File: src/rtl/euclid_norm_seq.sv
// ---------------------------------------------------------------------------
// euclid_norm_seq
//   Sequential Euclidean-norm engine: sumsq = x*x + y*y and
//   root = floor(sqrt(sumsq)), built from shift-add steps only.
//   Squares are formed one operand bit per cycle into a shared accumulator.
//   The root comes from a restoring digit-by-digit square root, one result
//   bit per cycle.
//
// Ports
//   clk    : clock, all state changes on the rising edge
//   rst_n  : synchronous active-low reset
//   ena    : clock enable, every register holds while low
//   start  : request, sampled only in IDLE while ena=1
//   mode   : 0 = full norm, 1 = sum of squares only (latched at accept)
//   x, y   : unsigned W-bit operands (latched at accept)
//   busy   : high while a computation is in flight
//   done   : one-enabled-cycle completion pulse
//   sumsq  : x^2 + y^2, held until the next completion
//   root   : floor(sqrt(sumsq)), held until the next full-norm completion
//
// Handshake: a request is accepted on a rising edge where the engine is
//   in IDLE, ena=1 and start=1. busy rises after that edge and falls on the
//   edge that raises done. start is ignored while busy, so nothing queues.
//   Because done is raised with the FSM already back in IDLE, a start that
//   is present while done=1 is accepted. Operands may change freely after
//   the accept edge.
// ---------------------------------------------------------------------------
module euclid_norm_seq #(
    parameter int W = 8
) (
    input  logic           clk,
    input  logic           rst_n,
    input  logic           ena,
    input  logic           start,
    input  logic           mode,
    input  logic [W-1:0]   x,
    input  logic [W-1:0]   y,
    output logic           busy,
    output logic           done,
    output logic [2*W:0]   sumsq,
    output logic [W:0]     root
);

    localparam int AW = 2 * W + 1;       // accumulator width
    localparam int RW = 2 * W + 2;       // radicand width (even number of bits)
    localparam int MW = W + 3;           // remainder width
    localparam int CW = $clog2(W + 1);   // counter must hold W

    typedef enum logic [1:0] {
        S_IDLE = 2'd0,
        S_SQX  = 2'd1,
        S_SQY  = 2'd2,
        S_ROOT = 2'd3
    } state_t;

    state_t state;
    state_t state_nx;

    // Latched request
    logic [W-1:0]  opx;
    logic [W-1:0]  opy;
    logic          mode_q;

    // Datapath registers
    logic [CW-1:0] cnt;
    logic [AW-1:0] acc;
    logic [RW-1:0] rad;
    logic [MW-1:0] rem;
    logic [W:0]    q;

    // Control strobes from the output process
    logic          accept;
    logic          sq_step;
    logic          root_step;
    logic          finish;

    logic          last;

    // Shift-add square datapath
    logic [W-1:0]  sq_op;
    logic          sq_bit;
    logic [AW-1:0] acc_add;
    logic [AW-1:0] acc_sum;

    // Square-root datapath
    logic [MW+1:0] rem_sh;
    logic [MW+1:0] trial;
    logic          ge;
    logic [MW-1:0] rem_nx;
    logic [W:0]    q_nx;

    assign last = (cnt == '0);

    // -----------------------------------------------------------------------
    // Square step: add (op << cnt) when bit cnt of the operand is set.
    // -----------------------------------------------------------------------
    always_comb begin
        sq_op   = (state == S_SQY) ? opy : opx;
        sq_bit  = |(sq_op & (W'(1) << cnt));
        acc_add = sq_bit ? ({{(W + 1){1'b0}}, sq_op} << cnt) : '0;
        acc_sum = acc + acc_add;
    end

    // -----------------------------------------------------------------------
    // Root step: bring down the next two radicand bits, then try to subtract
    // (4*q + 1). The result bit is 1 when the trial subtraction does not go
    // negative. Two guard bits on the comparison keep the shifted remainder
    // exact; the stored remainder never needs them.
    // -----------------------------------------------------------------------
    always_comb begin
        rem_sh = {rem, rad[RW-1 -: 2]};
        trial  = {2'b00, q, 2'b01};
        ge     = (rem_sh >= trial);
        rem_nx = ge ? MW'(rem_sh - trial) : rem_sh[MW-1:0];
        q_nx   = {q[W-1:0], ge};
    end

    // -----------------------------------------------------------------------
    // FSM: state register
    // -----------------------------------------------------------------------
    always_ff @(posedge clk) begin
        if (!rst_n) begin
            state <= S_IDLE;
        end else if (ena) begin
            state <= state_nx;
        end
    end

    // -----------------------------------------------------------------------
    // FSM: next-state logic
    // The fast path still passes through one ROOT cycle and finishes there,
    // so its completion lands on edge 2W+1 after the accept edge.
    // -----------------------------------------------------------------------
    always_comb begin
        state_nx = state;
        case (state)
            S_IDLE: if (start)          state_nx = S_SQX;
            S_SQX:  if (last)           state_nx = S_SQY;
            S_SQY:  if (last)           state_nx = S_ROOT;
            S_ROOT: if (mode_q || last) state_nx = S_IDLE;
            default:                    state_nx = S_IDLE;
        endcase
    end

    // -----------------------------------------------------------------------
    // FSM: output / control strobes
    // -----------------------------------------------------------------------
    always_comb begin
        accept    = 1'b0;
        sq_step   = 1'b0;
        root_step = 1'b0;
        finish    = 1'b0;
        case (state)
            S_IDLE: accept = start;
            S_SQX,
            S_SQY:  sq_step = 1'b1;
            S_ROOT: begin
                root_step = 1'b1;
                finish    = mode_q || last;
            end
            default: ;
        endcase
    end

    // -----------------------------------------------------------------------
    // Datapath and outputs
    // -----------------------------------------------------------------------
    always_ff @(posedge clk) begin
        if (!rst_n) begin
            busy   <= 1'b0;
            done   <= 1'b0;
            sumsq  <= '0;
            root   <= '0;
            opx    <= '0;
            opy    <= '0;
            mode_q <= 1'b0;
            cnt    <= '0;
            acc    <= '0;
            rad    <= '0;
            rem    <= '0;
            q      <= '0;
        end else if (ena) begin
            // done is a single-enabled-cycle pulse
            done <= finish;

            if (accept) begin
                opx    <= x;
                opy    <= y;
                mode_q <= mode;
                acc    <= '0;
                cnt    <= CW'(W - 1);
                busy   <= 1'b1;
            end

            if (sq_step) begin
                acc <= acc_sum;
                if (!last) begin
                    cnt <= cnt - CW'(1);
                end else if (state == S_SQX) begin
                    cnt <= CW'(W - 1);
                end else begin
                    // Hand the finished sum to the root stage: W+1 iterations.
                    cnt <= CW'(W);
                    rad <= {1'b0, acc_sum};
                    rem <= '0;
                    q   <= '0;
                end
            end

            if (root_step) begin
                rad <= rad << 2;
                rem <= rem_nx;
                q   <= q_nx;
                cnt <= cnt - CW'(1);
            end

            if (finish) begin
                busy  <= 1'b0;
                sumsq <= acc;
                if (!mode_q) begin
                    root <= q_nx;
                end
            end
        end
    end

endmodule
File: config.mk
export PLATFORM = sky130hd
export DESIGN_NAME = euclid_norm_seq
export DESIGN_NICKNAME = d
export VERILOG_FILES = /design/src/rtl/euclid_norm_seq.sv
export SDC_FILE = /design/constraint.sdc
export NUM_CORES = 1
export LEC_CHECK = 0
export ABC_AREA = 1
export CORE_ASPECT_RATIO = 0.6
export CORE_MARGIN = 3
export CORE_UTILIZATION = 53
export CTS_CLUSTER_SIZE = 16
export DETAILED_ROUTE_END_ITERATION = 10
export PLACE_DENSITY_LB_ADDON = 0.12
export SETUP_SLACK_MARGIN = 0.4
export SLEW_MARGIN = 30
export SYNTH_ARGS = -nofsm -noshare
export SYNTH_HDL_FRONTEND = slang
export SYNTH_SLANG_ARGS = --single-unit
File: constraint.sdc
create_clock -name clk -period 3.1 [get_ports clk]
set_input_delay 0.775 -clock clk [delete_from_list [all_inputs] [get_ports clk]]
set_output_delay 0.775 -clock clk [all_outputs]
set_load 0.02 [all_outputs]
==> impl_metrics.env, run 1 <==
export IMPL_synth_edff_count=0
export IMPL_peakVddDrop_uv=330
export IMPL_core_area_sq_um=11400
export IMPL_clock_latency_ns=0.36
export IMPL_clockRootBuffer="clkbuf_16"
export IMPL_syn_inst=922
export IMPL_place_hpwl_mm=13.5
export IMPL_max_clock_freq_mhz=338
export IMPL_slew_violations=0
export IMPL_status="complete, no violations"
export IMPL_relSlewSlack_pct=53.9
export IMPL_num_rows=30
export IMPL_postSynthRegisterBits=106
export IMPL_grt_ovfl_total=0
export IMPL_clock_path_buffers=2
export IMPL_placed_cells=1121
export IMPL_gp_congestion=1.01
export IMPL_fillers=946
export IMPL_ios=49
export IMPL_synth_seq_area_share_pct=33.9
export IMPL_clock_sinks=106
export IMPL_postCtsHoldBufs=0
export IMPL_worstPathArrival_ns=3.25
export IMPL_yosys_cell_types_count=39
export IMPL_syn_nets=981
export IMPL_dr_wl_met3_mm=2.13
export IMPL_finalWirelength_mm=18.6
export IMPL_io_buffers=48
export IMPL_design_area_sq_um=8040
export IMPL_die_area_sq_um=13200
export IMPL_syn_to_final_growth_pct=28.4
export IMPL_htree_levels=3
export IMPL_track_usage_pct=27.6
export IMPL_synthFlopType="dfxtp_1"
export IMPL_pre_cts_ws_ns=-0.00805
export IMPL_place_area_sq_um=7020
export IMPL_setup_viol=0
export IMPL_dr_pass1_iters=6
export IMPL_diodes=0
export IMPL_p_leak_nw=3.23
export IMPL_start_util_pct=54.8
export IMPL_clock_skew_final_ns=0.00953
export IMPL_grt_start_max_net_pins=46
export IMPL_crit_top_cell="nor2_4"
export IMPL_setup_ws_ns=0.141
export IMPL_netlist_area_sq_um=6260
export IMPL_crit_buf_inv=4
export IMPL_cts_made_buffers=9
export IMPL_final_cell_count_no_fill=1154
export IMPL_wl_met1_mm=10.2
export IMPL_synthArstFlopShare_pct=0
export IMPL_drtIter0Drc=598
export IMPL_top_layer="met4"
export IMPL_worst_pin_slew_ns=0.690
export IMPL_power_per_cell_area_nw_per_um2=504
export IMPL_p_total_mw=4.05
export IMPL_startpoint_type="register"
export IMPL_cp_cell_sequence="inv_4 > ha_4 > buf_12 > nand2_2 > o21ai_2 > nand2_1 > nand3_2 > o21ai_2 > nor2_4 > nor2_4 > buf_6 > nor2_4 > ha_4 > nand2_4 > nor2_4 > inv_1 > nor2_1 > nor2_1 > nand3b_1 > nand3_2 > a21oi_2"
export IMPL_grt_pass1_wl_mm=29.1
export IMPL_timing_final_crit_share_pct=95.4
export IMPL_cts_tree="done"
export IMPL_die_w_microns=146
export IMPL_crit_family="simple AND/OR/NAND/NOR gates"
export IMPL_antenna_found_initial=0
export IMPL_cpPeakStageDelay_ns=0.36
export IMPL_yosysWarnings=0
export IMPL_drive_gt1_share_pct=22.4
export IMPL_dr_total_vias=6284
export IMPL_rsz0062_at_grt="true"
export IMPL_grt_pass1_vias=5282
export IMPL_wl_per_cell_microns=16.1
export IMPL_routed_via_density=5.45
export IMPL_wl_met2_mm=6.18
export IMPL_multi_input_area_sq_um=4210
export IMPL_clk_pin_slew_worst_paths_ns=0.08
export IMPL_hold_class="register to register"
export IMPL_drc=0
export IMPL_critPathKind="register to register"
export IMPL_die_y_microns=90.2
export IMPL_final_setup_tns_ns=0
export IMPL_seqCellArea_sq_um=2130
export IMPL_drv_cap=0
export IMPL_cp_end_kind="register"
export IMPL_hold_violations=0
export IMPL_critical_path_max_fanout=9
export IMPL_crit_required_ns=3.39
export IMPL_nets=1048
export IMPL_crit_slowest_cell="dfxtp_4"
export IMPL_syn_avg_cell_area_sq_um=6.79
export IMPL_period_minus_slack_ns=2.96
export IMPL_drtAntennaViolNets=0
-- worst register-to-register path: stages (launching register included) --
cell,delay [ns]
dfxtp_4,0.36
inv_4,0.04
ha_4,0.16
buf_12,0.14
nand2_2,0.07
o21ai_2,0.06
nand2_1,0.07
nand3_2,0.08
o21ai_2,0.20
nor2_4,0.08
nor2_4,0.20
buf_6,0.14
nor2_4,0.04
ha_4,0.34
nand2_4,0.09
nor2_4,0.13
inv_1,0.05
nor2_1,0.11
nor2_1,0.07
nand3b_1,0.15
nand3_2,0.16
a21oi_2,0.16
-- per-layer routing --
metal	global-route usage [%]	up-vias
li1	-	3176
met5	0	-
met3	7.00	17
met2	30.0	284
met1	49.7	2807
met4	5.16	0
-- state kept, by name, summed over array words and instances (netlist names) --
register and cells:
sumsq 17, done 1, root 9, cnt 4, rem 11, opx 8
opy 8, rad 18, busy 1, state 2, mode_q 1, acc 17
q 9
-- cells in the final DEF (no fill, tap or decap), types with 5 or more instances in the layout --
cell type        count
nand2_4              5
nand2_1            192
nand3_1             32
nor2_4              11
dfxtp_1            104
nand2_2             33
clkdlybuf4s50_1     48
inv_2               10
o21ai_1              8
buf_4               38
nand3b_1             7
ha_1                27
a21oi_2             29
nor2_1              84
nand4_1             19
nor2_2              12
inv_1               79
a22oi_1             14
o21ai_2             15
clkbuf_16            9
o21ai_0             62
ha_4                 8
a21oi_1             69
nand3_2             18
-- metrics by stage --
step	hold slack, ns	util (%)
6_report	0.469	70.4
3_3_place_gp	0.452	61.5
2_1_floorplan	0.424	-
5_1_grt	0.489	70.4
3_5_place_dp	0.453	61.5
4_1_cts	0.472	67.8
-- synthesized netlist by cell type (12+ instances only) --
master | n | area share (%)
nor2_1 | 100 | 6.0
dfxtp_1 | 106 | 34
inv_1 | 84 | 5.0
o21ai_0 | 73 | 5.8
a21oi_1 | 92 | 7.4
nand2_1 | 218 | 13
ha_1 | 37 | 7.4
a22oi_1 | 14 | 1.7
o21ai_1 | 12 | 0.96
nand4_1 | 19 | 1.9
clkbuf_1 | 20 | 1.2
nand3_1 | 51 | 4.1
-- worst paths after layout --
kind	slack, ns	cells after the start	end	from
min	0.47	2	opx[3]	opx[3]
max	0.14	21	rad[13]	state[0]
max reg2reg	0.14	21	rad[13]	state[0]
min reg2reg	0.47	2	opx[3]	opx[3]
-- kinds of logic after synthesis --
family / Yosys count / synth area share, %
AND/OR/NAND/NOR: 428 / 30.0
AO/OA/AOI/OAI: 212 / 18.6
buffers and inverters: 128 / 8.40
flip-flops: 106 / 33.9
XOR/XNOR: 9 / 1.26
other: 1 / 0.0599
adder cells (fa/ha/maj): 38 / 7.72
-- power breakdown --
| group | internal (mW) | switching, mW | total (mW) | leakage (nW) |
|---|---|---|---|---|
| Sequential | 1.44 | 0.0713 | 1.51 | 0.859 |
| Combinational | 0.527 | 0.881 | 1.41 | 2.23 |
| Clock | 0.566 | 0.562 | 1.13 | 0.140 |
-- area by class of cell --
class	count	area share, %
Multi-Input combinational cell	688	52.4
Clock inverter	6	0.747
Inverter	92	4.36
Clock buffer	10	2.85
Sequential cell	106	26.5
Timing Repair Buffer	92	10.7
Tap cell	160	2.49
-- what timing repair did --
item,4_1_cts,5_1_grt
endpoints found under the setup margin,28,34
pin swaps,36,33
gates resized for setup,87,64
setup buffers,12,5
No activity file was read; power rests on OpenSTA's default activity.
==> run 2, diff against run 1 <==
Settings changed: CORE_MARGIN 3 to unset, GPL_ROUTABILITY_DRIVEN set to 0, SETUP_SLACK_MARGIN 0.4 to unset.
==> run 2 against run 1 <==
Effect of this change:
- register-to-register slack got worse by 0.04 ns
- clock skew is essentially flat
- non-clock buffer count rose by 3
- critical path depth did not move
- sequential cell count unchanged
- worst setup slack worse by 0.044 ns
- combinational power shrank 11%
- clock-buffer cell count unchanged
- critical endpoint is now rad[14]
==> impl_metrics.env, run 2 (synthesis gave the netlist of run 1 again) <==
export IMPL_cp_cell_sequence="inv_2 > ha_4 > buf_4 > nand2_1 > o21ai_2 > nand4_1 > o21ai_1 > nand3b_4 > inv_2 > nor2_1 > ha_1 > fa_1 > nand3_1 > nand2_2 > nand3_1 > nand2_1 > nand2_1 > nand2_1 > nand2_1 > nand3_1 > a21oi_2"
export IMPL_relSlewSlack_pct=52.3
export IMPL_place_hpwl_mm=13.4
export IMPL_wl_per_cell_microns=15.2
export IMPL_p_total_mw=3.88
export IMPL_clk_pin_slew_worst_paths_ns=0.07
export IMPL_cts_made_buffers=9
export IMPL_worst_pin_slew_ns=0.714
export IMPL_dr_total_vias=6341
export IMPL_multi_input_area_sq_um=3750
export IMPL_die_w_microns=142
export IMPL_largest_reg_flops=18
export IMPL_period_minus_slack_ns=3.00
export IMPL_htree_levels=3
export IMPL_hold_violations=0
export IMPL_start_util_pct=54.8
export IMPL_final_setup_tns_ns=0
export IMPL_startpoint_type="register"
export IMPL_num_rows=30
export IMPL_antenna_found_initial=0
export IMPL_clock_latency_ns=0.35
export IMPL_drtIter0Drc=633
export IMPL_cts_tree="done"
export IMPL_core_area_sq_um=11400
export IMPL_place_area_sq_um=7110
export IMPL_cpPeakStageDelay_ns=0.40
export IMPL_setup_ws_ns=0.0972
export IMPL_grt_start_max_net_pins=46
export IMPL_crit_required_ns=3.38
export IMPL_drive_gt1_share_pct=14.0
export IMPL_grt_ovfl_total=0
export IMPL_clock_path_buffers=2
export IMPL_crit_slowest_cell="fa_1"
export IMPL_critical_path_max_fanout=5
export IMPL_dr_pass1_iters=5
export IMPL_p_leak_nw=3.18
export IMPL_io_buffers=48
export IMPL_nets=1051
export IMPL_grt_pass1_vias=5378
export IMPL_critPathKind="register to register"
export IMPL_fillers=1006
export IMPL_drv_cap=0
export IMPL_routed_via_density=5.48
export IMPL_die_y_microns=86.2
export IMPL_clock_sinks=106
export IMPL_seqCellArea_sq_um=2120
export IMPL_cp_end_kind="register"
export IMPL_rsz0062_at_grt="true"
export IMPL_clock_skew_final_ns=0.00931
export IMPL_design_area_sq_um=7580
export IMPL_drtAntennaViolNets=0
export IMPL_power_per_cell_area_nw_per_um2=512
export IMPL_status="complete, no violations"
export IMPL_timing_final_crit_share_pct=96.9
export IMPL_die_area_sq_um=12300
export IMPL_worstPathArrival_ns=3.28
export IMPL_setup_viol=0
export IMPL_final_cell_mix="213 x nand2_1, 104 x dfxtp_1, 98 x nor2_1"
export IMPL_hold_class="register to register"
export IMPL_diodes=0
export IMPL_crit_top_cell="nand2_1"
export IMPL_grt_pass1_wl_mm=28.0
export IMPL_pre_cts_ws_ns=-0.182
export IMPL_slew_violations=0
export IMPL_finalWirelength_mm=17.6
export IMPL_regMostFlops="rad"
export IMPL_drc=0
export IMPL_reg_top3="rad: 18 flops, acc: 17 flops, sumsq: 17 flops"
export IMPL_track_usage_pct=29.6
export IMPL_clockRootBuffer="clkbuf_16"
export IMPL_mostFrequentLayoutCell="nand2_1"
export IMPL_ios=49
export IMPL_max_clock_freq_mhz=333
export IMPL_final_util_pct=66.4
export IMPL_peakVddDrop_uv=314
export IMPL_syn_to_final_growth_pct=21.1
## run 2: cell types whose count changed in the layout (fill, tap and decap cells not counted), sizes merged
cell | before | now
clkinv | 3 | 1
inv | 94 | 96
buf | 44 | 47
## run 2: final cells by class
type,instances,share of cell area (%)
clock buffer,10,3.15
clock inverter,6,0.710
inverter,92,4.56
multi-input combinational,688,49.4
sequential,106,28.0
tap,160,2.64
timing repair buffer,95,11.5
## run 2: worst max-delay path: cells and delay by family, from the launching register on
family          cells  cell delay [ns]
flops               1             0.33
buf+inv             3             0.31
simple gates       12             1.23
fa+ha+maj           3             0.77
compound gates      3             0.30
## run 2: power breakdown
part / switching, mW / internal [mW]
Sequential: 0.0589 / 1.44
Clock: 0.549 / 0.583
Combinational: 0.790 / 0.461
Total: 1.40 / 2.48
## run 2: timing repair
action | 4_1_cts | 5_1_grt
gates resized for setup | 2 | 49
setup endpoints to repair | 22 | 25
pin swaps | 0 | 15
buffers inserted | 0 | 4
hold buffers | 0 | 0
## run 2: per-stage QoR
stage                     cells  hold WS, ns
final                      1157        0.462
after global routing       1157        0.485
after floorplan             922        0.424
after CTS                  1153        0.461
after global placement     1137        0.448
after detailed placement   1137        0.451
## run 2: routing by layer
| layer | share of wire, % | GRT usage [%] | routed length (microns) | vias up |
|---|---|---|---|---|
| li1 | - | - | - | 3181 |
| met1 | 54 | 50.8 | 9500 | 2837 |
| met2 | 33 | 33.6 | 5810 | 316 |
| met3 | 13 | 8.78 | 2250 | 7 |
| met4 | 0.39 | 4.99 | 69 | 0 |
| met5 | 0 | 0 | 0 | - |
## run 2: final timing paths
path / from / to / slack, ns / depth (start not counted)
max: state[0] / rad[14] / 0.1 / 21
min: opx[3] / opx[3] / 0.46 / 2
max reg2reg: state[0] / rad[14] / 0.1 / 21
min reg2reg: opx[3] / opx[3] / 0.46 / 2
